[src/rtl/svi_asm_pkg.sv]
// Shared types and sizing for the serial-bit word assembler and its output FIFO.
package svi_asm_pkg;

  localparam int WORD_WIDTH = 8;
  localparam int FIFO_DEPTH = 4;
  localparam int CNT_W      = $clog2(WORD_WIDTH);
  localparam int PTR_W      = $clog2(FIFO_DEPTH) + 1;

  typedef logic [WORD_WIDTH-1:0] word_t;

  typedef enum logic {
    IDLE,
    COLLECT
  } asm_state_e;

endpackage

[src/rtl/svi_word_assembler_if.sv]
// Bit-stream input, word handshake output and status signals of the word assembler.
interface svi_word_assembler_if
  import svi_asm_pkg::*;
#(
  parameter int WIDTH = WORD_WIDTH,
  parameter int DEPTH = FIFO_DEPTH
);

  logic                   en;
  logic                   i_bit;
  logic                   i_bit_vld;
  logic                   i_sync;
  logic                   i_word_rdy;
  logic [WIDTH-1:0]       o_word;
  logic                   o_word_vld;
  logic [$clog2(DEPTH):0] o_level;
  logic                   o_overflow;
  logic                   o_busy;

  modport master (
    output en, i_bit, i_bit_vld, i_sync, i_word_rdy,
    input  o_word, o_word_vld, o_level, o_overflow, o_busy
  );

  modport slave (
    input  en, i_bit, i_bit_vld, i_sync, i_word_rdy,
    output o_word, o_word_vld, o_level, o_overflow, o_busy
  );

endinterface

[src/rtl/svi_word_fifo.sv]
// Small FIFO of completed words; push while full drops the word and sets a sticky overflow
// unless a pop frees the slot in the same cycle.
module svi_word_fifo
  import svi_asm_pkg::*;
#(
  parameter int WIDTH = WORD_WIDTH,
  parameter int DEPTH = FIFO_DEPTH
) (
  input  logic                   i_clk,
  input  logic                   i_arst,
  input  logic                   i_push,
  input  logic [WIDTH-1:0]       i_push_word,
  input  logic                   i_pop_rdy,
  output logic [WIDTH-1:0]       o_word,
  output logic                   o_word_vld,
  output logic [$clog2(DEPTH):0] o_level,
  output logic                   o_overflow
);

  localparam int PTR_BITS = $clog2(DEPTH) + 1;
  localparam int IDX_BITS = PTR_BITS - 1;

  logic [PTR_BITS-1:0] wr_ptr_q, wr_ptr_d;
  logic [PTR_BITS-1:0] rd_ptr_q, rd_ptr_d;
  logic [WIDTH-1:0]    mem_q [DEPTH];
  logic [WIDTH-1:0]    mem_d [DEPTH];
  logic                overflow_q, overflow_d;
  logic                empty, full, do_pop, do_push;

  // Extra pointer MSB separates full (MSBs differ) from empty (pointers equal).
  assign empty   = (wr_ptr_q == rd_ptr_q);
  assign full    = (wr_ptr_q[PTR_BITS-1] != rd_ptr_q[PTR_BITS-1]) &&
                   (wr_ptr_q[IDX_BITS-1:0] == rd_ptr_q[IDX_BITS-1:0]);
  assign do_pop  = !empty && i_pop_rdy;
  assign do_push = i_push && (!full || do_pop);

  always_comb begin
    wr_ptr_d   = wr_ptr_q;
    rd_ptr_d   = rd_ptr_q;
    mem_d      = mem_q;
    overflow_d = overflow_q;
    if (do_pop) begin
      rd_ptr_d = rd_ptr_q + PTR_BITS'(1);
    end
    if (do_push) begin
      mem_d[wr_ptr_q[IDX_BITS-1:0]] = i_push_word;
      wr_ptr_d = wr_ptr_q + PTR_BITS'(1);
    end
    if (i_push && !do_push) begin
      overflow_d = 1'b1;
    end
  end

  always_ff @(posedge i_clk or posedge i_arst) begin
    if (i_arst) begin
      wr_ptr_q   <= '0;
      rd_ptr_q   <= '0;
      mem_q      <= '{default: '0};
      overflow_q <= 1'b0;
    end else begin
      wr_ptr_q   <= wr_ptr_d;
      rd_ptr_q   <= rd_ptr_d;
      mem_q      <= mem_d;
      overflow_q <= overflow_d;
    end
  end

  assign o_word     = empty ? '0 : mem_q[rd_ptr_q[IDX_BITS-1:0]];
  assign o_word_vld = !empty;
  assign o_level    = wr_ptr_q - rd_ptr_q;
  assign o_overflow = overflow_q;

endmodule

[src/rtl/svi_word_assembler.sv]
// Reassembles an LSB-first serial bit stream into WIDTH-bit words and queues them for a
// valid/ready consumer.
module svi_word_assembler
  import svi_asm_pkg::*;
#(
  parameter int WIDTH = WORD_WIDTH,
  parameter int DEPTH = FIFO_DEPTH
) (
  input logic                 i_clk,
  input logic                 i_arst,
  svi_word_assembler_if.slave bus
);

  localparam int                   CNT_BITS = $clog2(WIDTH);
  localparam logic [CNT_BITS-1:0] CNT_LAST = CNT_BITS'(WIDTH - 1);

  asm_state_e          state_q, state_d;
  logic [CNT_BITS-1:0] cnt_q, cnt_d;
  logic [WIDTH-2:0]    shift_q, shift_d;
  logic                accept;
  logic                push;
  logic [WIDTH-1:0]    push_word;

  assign accept    = bus.en && bus.i_bit_vld;
  assign push_word = {bus.i_bit, shift_q};

  // Sync clears the partial word first; a bit arriving with it becomes index 0 of a new word.
  always_comb begin
    state_d = state_q;
    cnt_d   = cnt_q;
    shift_d = shift_q;
    push    = 1'b0;
    if (bus.i_sync) begin
      state_d = IDLE;
      cnt_d   = '0;
      shift_d = '0;
      if (accept) begin
        shift_d[0] = bus.i_bit;
        cnt_d      = CNT_BITS'(1);
        state_d    = COLLECT;
      end
    end else if (accept) begin
      if (cnt_q == CNT_LAST) begin
        push    = 1'b1;
        cnt_d   = '0;
        shift_d = '0;
        state_d = IDLE;
      end else begin
        shift_d[cnt_q] = bus.i_bit;
        cnt_d          = cnt_q + CNT_BITS'(1);
        state_d        = COLLECT;
      end
    end
  end

  always_ff @(posedge i_clk or posedge i_arst) begin
    if (i_arst) begin
      state_q <= IDLE;
      cnt_q   <= '0;
      shift_q <= '0;
    end else begin
      state_q <= state_d;
      cnt_q   <= cnt_d;
      shift_q <= shift_d;
    end
  end

  assign bus.o_busy = (state_q == COLLECT);

  svi_word_fifo #(
    .WIDTH(WIDTH),
    .DEPTH(DEPTH)
  ) u_fifo (
    .i_clk      (i_clk),
    .i_arst     (i_arst),
    .i_push     (push),
    .i_push_word(push_word),
    .i_pop_rdy  (bus.i_word_rdy),
    .o_word     (bus.o_word),
    .o_word_vld (bus.o_word_vld),
    .o_level    (bus.o_level),
    .o_overflow (bus.o_overflow)
  );

endmodule

[src/flat_wrapper.sv]
// flat-port wrapper written by rule: the top's interface ports become plain ports
module svi_word_assembler_flat import svi_asm_pkg::*;
#(
  parameter int WIDTH = WORD_WIDTH,
  parameter int DEPTH = FIFO_DEPTH
)
  (i_clk, i_arst, bus_en, bus_i_bit, bus_i_bit_vld, bus_i_sync, bus_i_word_rdy, bus_o_word, bus_o_word_vld, bus_o_level, bus_o_overflow, bus_o_busy);
  svi_word_assembler_if #(.WIDTH(WIDTH), .DEPTH(DEPTH)) bus_i ();
  input logic i_clk;
  input logic i_arst;
  input wire logic [$bits(bus_i.en)-1:0] bus_en;
  input wire logic [$bits(bus_i.i_bit)-1:0] bus_i_bit;
  input wire logic [$bits(bus_i.i_bit_vld)-1:0] bus_i_bit_vld;
  input wire logic [$bits(bus_i.i_sync)-1:0] bus_i_sync;
  input wire logic [$bits(bus_i.i_word_rdy)-1:0] bus_i_word_rdy;
  output wire logic [$bits(bus_i.o_word)-1:0] bus_o_word;
  output wire logic [$bits(bus_i.o_word_vld)-1:0] bus_o_word_vld;
  output wire logic [$bits(bus_i.o_level)-1:0] bus_o_level;
  output wire logic [$bits(bus_i.o_overflow)-1:0] bus_o_overflow;
  output wire logic [$bits(bus_i.o_busy)-1:0] bus_o_busy;
  assign bus_i.en = bus_en;
  assign bus_i.i_bit = bus_i_bit;
  assign bus_i.i_bit_vld = bus_i_bit_vld;
  assign bus_i.i_sync = bus_i_sync;
  assign bus_i.i_word_rdy = bus_i_word_rdy;
  assign bus_o_word = bus_i.o_word;
  assign bus_o_word_vld = bus_i.o_word_vld;
  assign bus_o_level = bus_i.o_level;
  assign bus_o_overflow = bus_i.o_overflow;
  assign bus_o_busy = bus_i.o_busy;
  svi_word_assembler #(.WIDTH(WIDTH), .DEPTH(DEPTH)) u_core (.i_clk(i_clk), .i_arst(i_arst), .bus(bus_i));
endmodule
[config.mk]
export PLATFORM = sky130hd
export DESIGN_NAME = svi_word_assembler_flat
export DESIGN_NICKNAME = d
export VERILOG_FILES = /design/src/rtl/svi_asm_pkg.sv /design/src/rtl/svi_word_assembler_if.sv /design/src/rtl/svi_word_fifo.sv /design/src/rtl/svi_word_assembler.sv /design/src/flat_wrapper.sv
export SDC_FILE = /design/constraint.sdc
export NUM_CORES = 1
export LEC_CHECK = 0
export CELL_PAD_IN_SITES_DETAIL_PLACEMENT = 1
export CELL_PAD_IN_SITES_GLOBAL_PLACEMENT = 1
export CORE_MARGIN = 2
export CORE_UTILIZATION = 35
export DETAILED_ROUTE_END_ITERATION = 7
export PLACE_DENSITY_LB_ADDON = 0.3
export SYNTH_ARGS = -nofsm -noshare
export SYNTH_HDL_FRONTEND = slang
export SYNTH_SLANG_ARGS = --single-unit
export TNS_END_PERCENT = 30
[constraint.sdc]
create_clock -name i_clk -period 2.4 [get_ports i_clk]
set_clock_uncertainty 0.15 [all_clocks]
set_input_delay 0.48 -clock i_clk [delete_from_list [all_inputs] [get_ports i_clk]]
set_output_delay 0.48 -clock i_clk [all_outputs]
set_load 0.005 [all_outputs]
==> results.json <==
{
  "antenna_cells": 0,
  "cp.depth": 4,
  "cts_max_level": 2,
  "ir_drop_uv": 260,
  "cp-startpoint": "u_core.u_fifo.rd_ptr_q[0]",
  "place.gp.congestion": 0.745,
  "tightest_slew_ns": 0.390,
  "grtUsageTotal": 0.162,
  "grt_overflow": 0,
  "worst_path_dominant_cell_family": "multiplexers",
  "syn_area_um2": 2550,
  "path_cells": "buf_12 > mux4_2 > nor2b_1 > dlygate4sd2_1",
  "yosys_most_used_dff": "dfrtp_1",
  "syn_inst": 189,
  "ff2ff_setup_slack_ns": 0.24,
  "drtIter0Drc": 68,
  "netlist_top_cells_area": "dfrtp_1 (49%), mux2_2 (15%), mux4_2 (7.1%)",
  "via_per_inst": 4.93,
  "dp_cells": 325,
  "setup_tns_ns": -0.0215,
  "p_per_area_nw_per_um2": 692,
  "syn2layout_area_growth_pct": 28.4,
  "tritoncts": "yes",
  "vias": 1681,
  "cts_sinks": 50,
  "p_leak_nw": 1.59,
  "fp.coreArea_um2": 7140,
  "ys_types": 34,
  "hp-class": "in -> async",
  "max_cap_viol_count": 0,
  "dp_hpwl_mm": 4.28,
  "outcome": "finished with violations",
  "syn-mean-instance-area_um2": 13.5,
  "die_x_um": 89.3,
  "setup.worst_path.class": "reg -> out",
  "cts_max_path_buffers": 2,
  "synth_edf_count": 0,
  "final_common_cell": "dfrtp_1",
  "ys_ff_latch": 50,
  "worstPathBufferInverterCount": 2,
  "reg2reg_to": "u_core.u_fifo.mem_q[8]",
  "grt_max_degree": 21,
  "instances_no_fill": 341,
  "slew_violations": 0,
  "die_area_um2": 7980,
  "drive_above_1_share": 0.446,
  "hold_slack_ns": 0.315,
  "clkLatencyLatePin_ns": 0.30,
  "ff2ff_path_depth": 6,
  "cp-endpoint": "bus_o_word[0]",
  "r2r-start": "u_core.u_fifo.rd_ptr_q[0]",
  "ys_warn_count": 0,
  "drc": 0,
  "max_stage_delay_ns": 0.48,
  "setup_violations": 1,
  "seq_area_um2": 1250,
  "finalCriticalPeriod_ns": 2.42,
  "die_h_um": 89.3,
  "crit_arrival_ns": 1.79,
  "grt_pass1_wl_mm": 9.65,
  "fin_util": 0.458,
  "violations": "setup timing",
  "dr.pass1.iters": 4,
  "cp_slowest_cell": "mux4_2",
  "p_seq_frac": 0.416,
  "port-buffer-count": 20,
  "p_int_mw": 1.54,
  "synth.top_cell.area_share": 0.491,
  "slew_headroom": 0.739,
  "rows": 31,
  "antenna_left": 0,
  "p_sw_uw": 724,
  "hold_viol": 0,
  "final_cell_mix": "dfrtp_1 (48), mux2_2 (34), buf_4 (26), clkdlybuf4s50_1 (9)",
  "first_global_vias": 1855,
  "clk_pin_slew_ns": 0.10,
  "antenna_found_initial": 0,
  "multiInputGateArea_um2": 1260,
  "fmax_mhz": 413,
  "clkPwrFrac": 0.228,
  "min_period_over_period": 1.01,
  "worst_setup_path_start_kind": "flip-flop",
  "ctsHoldBuffers": 0,
  "rsz0062_at_grt": "true",
  "setup_ws_ns": -0.0215,
  "wl_per_cell_um": 17.1,
  "wl_mm": 5.83,
  "cp.required_ns": 1.77,
  "ios": 21,
  "synth.net_count": 206,
  "synthArstFlopShare": 1.00,
  "total_power_mw": 2.26,
  "yosysTopAreaCell": "dfrtp_1",
  "comb_power_share": 0.356,
  "ys_seq_area_frac": 0.491,
  "cts_buffers": 5,
  "cts_root_buffer": "clkbuf_8",
  "crit_fanout": 5,
  "nNetsFinal": 258,
  "fill_cells": 778,
  "start_util": 0.357,
  "endpoint_kind": "output port",
  "swShare": 0.320
}
-- logic make-up (layout without fill, tap and decap cells) --
kind of cell | Yosys count | after routing | share of synthesized area
simple gates | 35 | 35 | 0.0825
xor+xnor | 6 | 6 | 0.0280
flops | 50 | 50 | 0.491
compound gates | 28 | 28 | 0.0973
fa+ha+maj | 10 | 10 | 0.0521
mux | 42 | 42 | 0.221
buf+inv | 18 | 71 | 0.0280
-- how the worst min path moves through the flow --
stage | from | end | slack, ns | depth (start not counted)
after floorplan | u_core.u_fifo.o_overflow | u_core.u_fifo.o_overflow | 0.30 | 1
after global placement | u_core.u_fifo.o_overflow | u_core.u_fifo.o_overflow | 0.31 | 1
after detailed placement | u_core.u_fifo.o_overflow | u_core.u_fifo.o_overflow | 0.31 | 1
after CTS | i_arst | u_core.u_fifo.mem_q[4] | 0.32 | 2
after global routing | i_arst | u_core.u_fifo.mem_q[4] | 0.33 | 2
final | i_arst | u_core.u_fifo.mem_q[4] | 0.31 | 2
-- cell type report --
type | instances | area share
clock buffer | 5 | 0.0210
clock inverter | 3 | 0.00880
inverter | 10 | 0.0115
multi-input combinational | 121 | 0.386
sequential | 50 | 0.383
tap | 99 | 0.0379
timing repair buffer | 53 | 0.152
-- synth_stat cells (3+ instances only) --
| library cell | n |
|---|---|
| o21ai_0 | 7 |
| o211ai_4 | 4 |
| xnor2_1 | 4 |
| mux4_2 | 8 |
| dfrtp_1 | 50 |
| inv_1 | 10 |
| a21oi_1 | 4 |
| nor3b_1 | 3 |
| ha_1 | 9 |
| nor2_1 | 5 |
| nand2_1 | 5 |
| and3b_1 | 3 |
| mux2_2 | 34 |
| nor2b_1 | 9 |
| a22o_1 | 4 |
| nand3_1 | 3 |
| clkbuf_1 | 5 |
-- through the flow --
step / instance area (um2) / worst slack (ns)
6_report: 3270 / -0.0215
5_1_grt: 3270 / -0.0708
2_1_floorplan: 2550 / 0.0937
4_1_cts: 3230 / -0.0645
3_5_place_dp: 3090 / 0.0104
3_3_place_gp: 3090 / 0.0446
-- sequential cells by signal, summed over array words and instances, names as in the netlist --
register,count
u_core.u_fifo.wr_ptr_q,3
u_core.cnt_q,3
u_core.bus.o_busy,1
u_core.u_fifo.mem_q,32
u_core.u_fifo.o_overflow,1
u_core.u_fifo.rd_ptr_q,3
u_core.shift_q,7
-- power groups by stage --
stage | Clock, mW | Combinational (mW) | Sequential (mW)
after CTS | 0.547 | 0.750 | 0.922
after global placement | 0 | 0.694 | 0.939
after detailed placement | 0 | 0.717 | 0.941
after floorplan | 0 | 0.391 | 0.925
after global routing | 0.579 | 0.897 | 0.945
final | 0.517 | 0.806 | 0.941
-- timing repair --
action                     CTS  global route
buffers inserted             5             2
gates resized for setup     19            16
setup endpoints to repair   12            12
pin swaps                    1             1
hold endpoints to repair     0             0
gates cloned                 0             1
-- metal layers --
layer	vias to the layer above	global-route usage	share of wire
met5	-	0	0
met4	0	0.0407	0.0050
met3	2	0.0277	0.014
met2	16	0.288	0.54
met1	870	0.205	0.45
li1	793	-	-
Power figures use the tool's default switching activity.
